`config.mk`:
```
export PLATFORM = sky130hd
export DESIGN_NAME = game_round_ctrl_flat
export DESIGN_NICKNAME = d
export VERILOG_FILES = /design/src/rtl/game_round_ctrl_if.sv /design/src/rtl/game_round_ctrl.sv /design/src/flat_wrapper.sv
export SDC_FILE = /design/constraint.sdc
export NUM_CORES = 1
export LEC_CHECK = 0
export BUFFER_PORTS_ARGS = -buffer_cell sky130_fd_sc_hd__buf_2
export CORE_UTILIZATION = 50
export DETAILED_ROUTE_END_ITERATION = 8
export GPL_TIMING_DRIVEN = 1
export HOLD_SLACK_MARGIN = 0.05
export PLACE_DENSITY = 0.82
export REMOVE_ABC_BUFFERS = 1
export SKIP_LAST_GASP = 1
export SLEW_MARGIN = 20
export SYNTH_ARGS = -nofsm -noshare
export SYNTH_HDL_FRONTEND = slang
export SYNTH_SLANG_ARGS = --single-unit
```
`constraint.sdc`:
```
create_clock -name Clock -period 2.6 [get_ports Clock]
set_input_delay 0.13 -clock Clock [delete_from_list [all_inputs] [get_ports Clock]]
set_output_delay 0.13 -clock Clock [all_outputs]
set_load 0.005 [all_outputs]
```
`src/rtl/game_round_ctrl_if.sv`:
```
// Player handshake and Decision comparator signals of the round controller.
// The controller uses the slave modport; players and Decision form the master side.
interface game_round_ctrl_if;
  logic       P0_valid;
  logic       P1_valid;
  logic [1:0] P0_guess;
  logic [1:0] P1_guess;
  logic       P0_ready;
  logic       P1_ready;
  logic [1:0] Out_wr;
  logic [1:0] Correct_guess;
  logic [1:0] Result;

  modport master (
    output P0_valid, P0_guess, P1_valid, P1_guess, Result,
    input  P0_ready, P1_ready, Out_wr, Correct_guess
  );

  modport slave (
    input  P0_valid, P0_guess, P1_valid, P1_guess, Result,
    output P0_ready, P1_ready, Out_wr, Correct_guess
  );
endinterface

```
`src/rtl/game_round_ctrl.sv`:
```
// Two-player guessing-game sequencer around a shared Decision comparator.
// Optional per-round guess timeout (and the TIMEOUT parameter) exists only with GAME_TIMEOUT_EN.
module game_round_ctrl #(
  parameter int ROUNDS  = 8,
  parameter int SCORE_W = 4,
  parameter int DEC_LAT = 1
`ifdef GAME_TIMEOUT_EN
  , parameter int TIMEOUT = 64
`endif
) (
  input  logic               Clock,
  input  logic               Reset_n,
  input  logic               Start,
  input  logic [1:0]         Secret,
  game_round_ctrl_if.slave   bus,
  output logic [SCORE_W-1:0] Score0,
  output logic [SCORE_W-1:0] Score1,
  output logic [7:0]         Round,
  output logic               Busy,
  output logic               Done,
  output logic [1:0]         Winner
`ifdef GAME_TIMEOUT_EN
  , output logic [1:0]       Timeout_flag
`endif
);

  typedef enum logic [2:0] {
    S_IDLE, S_COLLECT, S_ISSUE, S_WAIT, S_SCORE, S_DONE
  } state_t;

  state_t             state_q;
  logic               ptr_q, cur_q, second_q;
  logic               h0_q, h1_q, rdy0_q, rdy1_q;
  logic [1:0]         g0_q, g1_q, res_q, out_wr_q, cg_q, winner_q;
  logic [1:0]         cnt_q;
  logic [SCORE_W-1:0] sc0_q, sc1_q, sc0_d, sc1_d;
  logic [7:0]         round_q;
  logic               busy_q, done_q;
  logic               nxt_p, nxt_skip;

  function automatic logic [SCORE_W-1:0] sat_inc(input logic [SCORE_W-1:0] s);
    return (&s) ? s : s + 1'b1;
  endfunction

  function automatic logic [1:0] win_of(input logic [SCORE_W-1:0] a, input logic [SCORE_W-1:0] b);
    if (a > b)      return 2'b01;
    else if (b > a) return 2'b10;
    else            return 2'b11;
  endfunction

  // Player to evaluate next: round leader on leaving COLLECT, otherwise the other one.
  assign nxt_p = (state_q == S_COLLECT) ? ptr_q : ~cur_q;

`ifdef GAME_TIMEOUT_EN
  localparam int TO_W = $clog2(TIMEOUT) + 1;
  logic [TO_W-1:0] to_cnt_q;
  logic [1:0]      to_q;
  logic            tmo;
  assign tmo          = (to_cnt_q == TO_W'(TIMEOUT - 1));
  assign nxt_skip     = to_q[nxt_p];
  assign Timeout_flag = to_q;
`else
  assign nxt_skip = 1'b0;
`endif

  always_comb begin
    sc0_d = sc0_q;
    sc1_d = sc1_q;
    if (res_q == 2'b01) begin
      if (cur_q) sc1_d = sat_inc(sc1_q);
      else       sc0_d = sat_inc(sc0_q);
    end
  end

  always_ff @(posedge Clock or negedge Reset_n) begin
    if (!Reset_n) begin
      state_q  <= S_IDLE;
      ptr_q    <= 1'b0;
      cur_q    <= 1'b0;
      second_q <= 1'b0;
      h0_q     <= 1'b0;
      h1_q     <= 1'b0;
      rdy0_q   <= 1'b0;
      rdy1_q   <= 1'b0;
      g0_q     <= '0;
      g1_q     <= '0;
      res_q    <= '0;
      out_wr_q <= '0;
      cg_q     <= '0;
      winner_q <= '0;
      cnt_q    <= '0;
      sc0_q    <= '0;
      sc1_q    <= '0;
      round_q  <= '0;
      busy_q   <= 1'b0;
      done_q   <= 1'b0;
`ifdef GAME_TIMEOUT_EN
      to_cnt_q <= '0;
      to_q     <= '0;
`endif
    end else begin
      case (state_q)
        S_IDLE, S_DONE: begin
          if (Start) begin
            state_q  <= S_COLLECT;
            ptr_q    <= 1'b0;
            sc0_q    <= '0;
            sc1_q    <= '0;
            round_q  <= '0;
            winner_q <= '0;
            cg_q     <= Secret;
            h0_q     <= 1'b0;
            h1_q     <= 1'b0;
            rdy0_q   <= 1'b1;
            rdy1_q   <= 1'b1;
            busy_q   <= 1'b1;
            done_q   <= 1'b0;
`ifdef GAME_TIMEOUT_EN
            to_cnt_q <= '0;
            to_q     <= '0;
`endif
          end
        end
        S_COLLECT: begin
          if (h0_q && h1_q) begin
            second_q <= 1'b0;
            cur_q    <= nxt_p;
            if (nxt_skip) begin
              state_q <= S_SCORE;
              res_q   <= 2'b10;
            end else begin
              state_q  <= S_ISSUE;
              out_wr_q <= nxt_p ? g1_q : g0_q;
            end
          end else begin
            if (rdy0_q && bus.P0_valid) begin
              g0_q   <= bus.P0_guess;
              h0_q   <= 1'b1;
              rdy0_q <= 1'b0;
            end
`ifdef GAME_TIMEOUT_EN
            else if (tmo && !h0_q) begin
              h0_q    <= 1'b1;
              rdy0_q  <= 1'b0;
              to_q[0] <= 1'b1;
            end
`endif
            if (rdy1_q && bus.P1_valid) begin
              g1_q   <= bus.P1_guess;
              h1_q   <= 1'b1;
              rdy1_q <= 1'b0;
            end
`ifdef GAME_TIMEOUT_EN
            else if (tmo && !h1_q) begin
              h1_q    <= 1'b1;
              rdy1_q  <= 1'b0;
              to_q[1] <= 1'b1;
            end
            to_cnt_q <= to_cnt_q + 1'b1;
`endif
          end
        end
        S_ISSUE: begin
          state_q <= S_WAIT;
          cnt_q   <= 2'(DEC_LAT - 1);
        end
        S_WAIT: begin
          if (cnt_q == 2'd0) begin
            res_q    <= bus.Result;
            out_wr_q <= '0;
            state_q  <= S_SCORE;
          end else begin
            cnt_q <= cnt_q - 2'd1;
          end
        end
        S_SCORE: begin
          sc0_q <= sc0_d;
          sc1_q <= sc1_d;
          if (!second_q) begin
            second_q <= 1'b1;
            cur_q    <= nxt_p;
            if (nxt_skip) begin
              res_q <= 2'b10;
            end else begin
              state_q  <= S_ISSUE;
              out_wr_q <= nxt_p ? g1_q : g0_q;
            end
          end else if (round_q == 8'(ROUNDS - 1)) begin
            round_q  <= round_q + 8'd1;
            state_q  <= S_DONE;
            winner_q <= win_of(sc0_d, sc1_d);
            busy_q   <= 1'b0;
            done_q   <= 1'b1;
          end else begin
            round_q  <= round_q + 8'd1;
            state_q  <= S_COLLECT;
            ptr_q    <= ~ptr_q;
            cg_q     <= Secret;
            h0_q     <= 1'b0;
            h1_q     <= 1'b0;
            rdy0_q   <= 1'b1;
            rdy1_q   <= 1'b1;
`ifdef GAME_TIMEOUT_EN
            to_cnt_q <= '0;
            to_q     <= '0;
`endif
          end
        end
        default: state_q <= S_IDLE;
      endcase
    end
  end

  assign bus.P0_ready      = rdy0_q;
  assign bus.P1_ready      = rdy1_q;
  assign bus.Out_wr        = out_wr_q;
  assign bus.Correct_guess = cg_q;
  assign Score0            = sc0_q;
  assign Score1            = sc1_q;
  assign Round             = round_q;
  assign Busy              = busy_q;
  assign Done              = done_q;
  assign Winner            = winner_q;

endmodule

```
`src/flat_wrapper.sv`:
```
// flat-port wrapper written by rule: the top's interface ports become plain ports
module game_round_ctrl_flat 
#(
  parameter int ROUNDS  = 8,
  parameter int SCORE_W = 4,
  parameter int DEC_LAT = 1

)
  (Clock, Reset_n, Start, Secret, Score0, Score1, Round, Busy, Done, Winner, bus_P0_valid, bus_P0_guess, bus_P1_valid, bus_P1_guess, bus_Result, bus_P0_ready, bus_P1_ready, bus_Out_wr, bus_Correct_guess);
  game_round_ctrl_if bus_i ();
  input  logic Clock;
  input  logic Reset_n;
  input  logic Start;
  input  logic [1:0] Secret;
  output logic [SCORE_W-1:0] Score0;
  output logic [SCORE_W-1:0] Score1;
  output logic [7:0] Round;
  output logic Busy;
  output logic Done;
  output logic [1:0] Winner;
  input wire logic [$bits(bus_i.P0_valid)-1:0] bus_P0_valid;
  input wire logic [$bits(bus_i.P0_guess)-1:0] bus_P0_guess;
  input wire logic [$bits(bus_i.P1_valid)-1:0] bus_P1_valid;
  input wire logic [$bits(bus_i.P1_guess)-1:0] bus_P1_guess;
  input wire logic [$bits(bus_i.Result)-1:0] bus_Result;
  output wire logic [$bits(bus_i.P0_ready)-1:0] bus_P0_ready;
  output wire logic [$bits(bus_i.P1_ready)-1:0] bus_P1_ready;
  output wire logic [$bits(bus_i.Out_wr)-1:0] bus_Out_wr;
  output wire logic [$bits(bus_i.Correct_guess)-1:0] bus_Correct_guess;
  assign bus_i.P0_valid = bus_P0_valid;
  assign bus_i.P0_guess = bus_P0_guess;
  assign bus_i.P1_valid = bus_P1_valid;
  assign bus_i.P1_guess = bus_P1_guess;
  assign bus_i.Result = bus_Result;
  assign bus_P0_ready = bus_i.P0_ready;
  assign bus_P1_ready = bus_i.P1_ready;
  assign bus_Out_wr = bus_i.Out_wr;
  assign bus_Correct_guess = bus_i.Correct_guess;
  game_round_ctrl #(.ROUNDS(ROUNDS), .SCORE_W(SCORE_W), .DEC_LAT(DEC_LAT)) u_core (.Clock(Clock), .Reset_n(Reset_n), .Start(Start), .Secret(Secret), .bus(bus_i), .Score0(Score0), .Score1(Score1), .Round(Round), .Busy(Busy), .Done(Done), .Winner(Winner));
endmodule
```
# == Word level (Yosys, flattened, before mapping) ==
# Index checks and enable logic that the tools add are counted.
# Widths: inputs -> output; s select.
# op_classes
addsub,4
multipliers,0
div_mod_pow,0
order_cmp,2
n_eq_ne,18
n_shift,0
mux,68
bitwise,3
reduce_logical,27
# op_table
op,n
$mux 4,7
$mux 1,25
$mux 2,12
$reduce_and 4->1,5
$mux 8,2
$ne 2x2->1 const B,8
$pmux 4 s2,2
$pmux 8 s2,1
$mux 3,5
$pmux 3 s5,1
$reduce_and 3->1,5
$pmux 1 s3,4
$pmux 2 s2,3
$reduce_and 6->1,2
$pmux 1 s2,5
$add 4x1->4 const B,2
$add 8x1->8 const B,1
$eq 8x3->1 const B,1
$gt 4x4->1,2
$reduce_and 2->1,4
$eq 3x2->1 const B,2
$eq 3x3->1 const B,2
$ne 2x1->1 const B,3
$pmux 2 s3,1
10 further kinds,17
# word_totals
reg_bits,42
latch_bits,0
ramBits,0
rom_bits,0
input_bits,13
n_memories,0

# == Logic depth before layout (Yosys ltp) ==
# depth
depth_word,10
depth_mapped,11
ltp_nobuf,10

# == Worst setup path after synthesis ==
# OpenSTA, ideal clock, no wires.
# synth_path
path_type,register -> register
from,register u_core.cur_q
to,register u_core.winner_q[1] (netlist: u_core.Winner[1])
arrival_ns,2.591
required_ns,2.535
slack_ns,-0.056
stages_incl_launch_ff,11
path_buffers,1
cell_sequence,dfrtp_1 nor3b_1 and2_0 buf_2 mux2_2 ha_1 nor2b_1 o21ai_0 or3b_2 a21oi_2 a31o_1
# synth_via
elab_chain_cells,7
# synth_lines
item,line,text
start: declaration,game_round_ctrl.sv:32,"logic ptr_q, cur_q, second_q;"
start signal: assignment,game_round_ctrl.sv:127,cur_q <= nxt_p;
start signal: assignment,game_round_ctrl.sv:181,cur_q <= nxt_p;
$mux 4,game_round_ctrl.sv:70,if (cur_q) sc1_d = sat_inc(sc1_q);
$mux 4,game_round_ctrl.sv:69,if (res_q == 2'b01) begin
$gt 4x4->1 *,game_round_ctrl.sv:46,if (a > b) return 2'b01;
$mux 2 *,game_round_ctrl.sv:46,
$mux 2 *,game_round_ctrl.sv:188,end else if (round_q == 8'(ROUNDS - 1)) begin
$mux 2 *,game_round_ctrl.sv:179,if (!second_q) begin
$pmux 2 s2 *,game_round_ctrl.sv:102,case (state_q)
end signal: assignment,game_round_ctrl.sv:191,"winner_q <= win_of(sc0_d, sc1_d);"
end: declaration,game_round_ctrl.sv:34,"logic [1:0] g0_q, g1_q, res_q, out_wr_q, cg_q, winner_q;"
# Every way passes the cells marked *; elsewhere a longest branch is shown, timed or not. The select of a mux whose other input is x is not followed.
# A chain may end at the register's enable or synchronous reset.

# == Worst setup path after layout ==
# Same ends and word-level chain as after synthesis.

==> metrics.md <==
| Metric | Value |
|---|---|
| Status | finished clean |
| Internal power | 1.50 mW |
| # nets final | 296 |
| GRT overflow | 0 |
| Crit path max-delay cell type | or3b_2 |
| Final hold vios | 0 |
| Post-detailed-placement half-perimeter wirelength | 3.32 mm |
| Maxcap violations | 0 |
| Hold Crit Class | primary input to flop |
| FP Rows | 24 |
| IO Pins | 39 |
| Crit Path Class | flop to flop |
| Max-slew violation count | 0 |
| Share of cells above drive strength 1 | 0.284 |
| Largest cells by area after synthesis | dfrtp_1 46%, mux2_2 5.4%, nand2_1 5.0% |
| PwrDens | 899 nW/um^2 |
| Tot Pwr | 2.40 mW |
| Layout fillers | 374 |
| Critical path launch point type | flop |
| Final Instance Area | 2670 sq um |
| Commonest non-fill, non-tap cell in the layout | dfrtp_1 |
| Comb power frac | 0.414 |
| Core area | 4380 sq um |
| Post-Route WL | 4.61 mm |
| Yosys Warn Count | 0 |
| Final setup viols | 0 |
| Final Core Density | 0.609 |
| Syn avg cell area | 10.0 sq um |
| Root Driver | clkbuf_8 |
| Required @ worst endpoint | 2.84 ns |
| Number of global-route vias before repair | 1818 |
| RD Place Congestion | 0.809 |
| Die height | 69.9 microns |
| Placed inst area | 2560 sq um |
| Yosys top cell area share | 0.455 |
| Clock network power share | 0.164 |
| CTS buffer count | 5 |
| Netlist Area Pre-Place | 2310 sq um |
| Max Fclk | 405 MHz |
| Drt pass-1 iters | 4 |
| Tmin final | 2.47 ns |
| Starting Density | 0.527 |
| Die width | 69.9 microns |
| Leading area contributor after synthesis | dfrtp_1 |
| Period utilization | 0.950 |
| Dpl cells | 318 |
| WP buf/inv | 0 |
| Post-route DRC | 0 |
| Avg WL per Cell | 14.1 microns |
| CP top delay family | simple AND/OR/NAND/NOR gates |
| Worst path arrival time | 2.71 ns |
| Iter 0 DRT Violations | 78 |
| DIE AREA | 4890 sq um |
| CP Max Fanout | 2 |
| Syn Inst Count | 230 |
| # diodes | 0 |
| Largest net degree at the start of global routing | 43 |
| Most frequent cells in the layout | 41 x dfrtp_1, 38 x buf_2, 31 x nand2_1, 21 x nor2_1, 13 x o21ai_0 |
| Share of power burned in registers | 0.422 |
| #FFs+latches synth | 42 |
| NetSw | 897 uW |
| Clk Latency, worst-skew pair | 0.30 ns |
| Crit. End Element | flop |
| WP depth | 9 |
| Max incr delay on CP | 0.48 ns |
| Slew margin rel. | 0.371 |
| Worst vdd ir | 739 uV |
| Max H-tree Level | 2 |
| Ys async rst share | 1.00 |
| EDFF count, synth | 0 |
| Pleak | 1.32 nW |
| Cells on worst reg2reg path | 9 |
| First-pass GRT wire length | 8.26 mm |
| DR vias/cell | 5.56 |
| Remaining antenna violation count | 0 |
| TritonCTS Sinks | 42 |
| Area delta synth->final | 15.7% |
| Clock slew at reported path FFs | 0.07 ns |
| Post-CTS setup buffer count | 0 |
| Gr usage total | 0.214 |
| Post-Layout Cell Count | 327 |
| Crit path cell chain | nor3b_2 > and2_4 > mux2_2 > ha_1 > nor2b_1 > o21ai_1 > or3b_2 > a21oi_2 > a31o_1 |
| Net Sw Frac | 0.374 |
| Port buffer count | 38 |
| Post-synthesis sequential area ratio | 0.455 |
| Via Count | 1819 |
| Final setup TNS | 0 ns |
| Worst Tran Pin Value | 0.943 ns |
| Top_reg_cell synth | dfrtp_1 |
| Count of cell types in the netlist | 50 |
| Initial antenna violation count | 0 |
| Final Skew | 0.00459 ns |
| CTS tree | yes |
| Clock Path Buffers | 2 |
| Hold depth | 2 |
[final timing paths]
check,endpoint,slack (ns),start
max,u_core.Winner[1]$_DFFE_PN0P_,0.13,u_core.cur_q$_DFFE_PN0P_
min,u_core.g1_q[1]$_DFFE_PN0P_,0.06,bus_P1_guess[1]
max reg2reg,u_core.Winner[1]$_DFFE_PN0P_,0.13,u_core.cur_q$_DFFE_PN0P_
min reg2reg,u_core.Busy$_DFFE_PN0P_,0.48,u_core.Busy$_DFFE_PN0P_
max in group asynchronous,u_core.Score1[1]$_DFFE_PN0P_,1.44,Reset_n
min in group asynchronous,u_core.Done$_DFFE_PN0P_,0.52,Reset_n
[Yosys cell counts, drive strengths merged (5+ instances only)]
library cell / n
dfrtp: 42
nand2: 32
nor2: 21
o21ai: 15
mux2: 11
ha: 8
buf: 7
nand3: 7
mux2i: 6
o22ai: 6
xor2: 6
a21o: 5
a31oi: 5
nand4: 5
[worst reg2reg max path: cells and delay by family (launching register included)]
kind | cells | cell delay [ns]
compound gates | 3 | 0.37
flops | 1 | 0.40
simple gates | 4 | 1.05
fa+ha+maj | 1 | 0.28
mux | 1 | 0.33
[flip-flops by register name, indices dropped and copies added, names as in the netlist, 3 cells and up]
| signal | count |
|---|---|
| u_core.state_q | 3 |
| u_core.Round | 8 |
| u_core.Score0 | 4 |
| u_core.Score1 | 4 |
[through the flow]
stage | hold WS, ns | setup slack (ns)
3_3_place_gp | 0.317 | 0.0861
2_1_floorplan | -0.166 | -0.0764
6_report | 0.0641 | 0.129
3_5_place_dp | 0.322 | 0.00835
5_1_grt | 0.0544 | -0.00997
4_1_cts | 0.0577 | 0.0463
[cells by family (layout without fill, tap and decap cells)]
family / count (synthesis) / in the layout / share of synthesized area
flip-flops: 42 / 42 / 0.455
AO/OA/AOI/OAI: 44 / 44 / 0.126
AND/OR/NAND/NOR: 96 / 96 / 0.226
multiplexers: 17 / 17 / 0.0797
buffers and inverters: 14 / 59 / 0.0358
XOR/XNOR: 9 / 9 / 0.0341
adder cells (fa/ha/maj): 8 / 8 / 0.0434
[cell type report]
class	count	area (sq um)	area share
multi-input combinational	174	1190	0.446
sequential	42	1050	0.394
timing repair buffer	48	270	0.101
clock buffer	7	76.3	0.0286
tap	52	65.1	0.0244
inverter	4	15.0	0.00562
[power groups by stage]
stage / combinational (mW) / sequential (mW) / clock (mW)
2_1_floorplan: 0.688 / 1.00 / 0
3_5_place_dp: 0.978 / 1.03 / 0
4_1_cts: 0.984 / 1.01 / 0.406
3_3_place_gp: 0.950 / 1.02 / 0
6_report: 0.993 / 1.01 / 0.393
5_1_grt: 1.12 / 1.05 / 0.434
[repair_timing]
| action | CTS | global route |
|---|---|---|
| endpoints found under the setup margin | 1 | 1 |
| hold endpoints to repair | 42 | 1 |
| resized for setup | 1 | 8 |
| hold buffers | 1 | 1 |
| cloned | 0 | 0 |
[routing by layer]
metal  routed length, microns  GRT usage  part of all wire  vias up
met5                        0          0                 0        -
met3                      214     0.0635             0.046        7
li1                         -          -                 -      906
met1                     2100      0.274              0.46      858
met4                       76     0.0956             0.016        0
met2                     2220      0.337              0.48       48
Power figures use the tool's default switching activity.
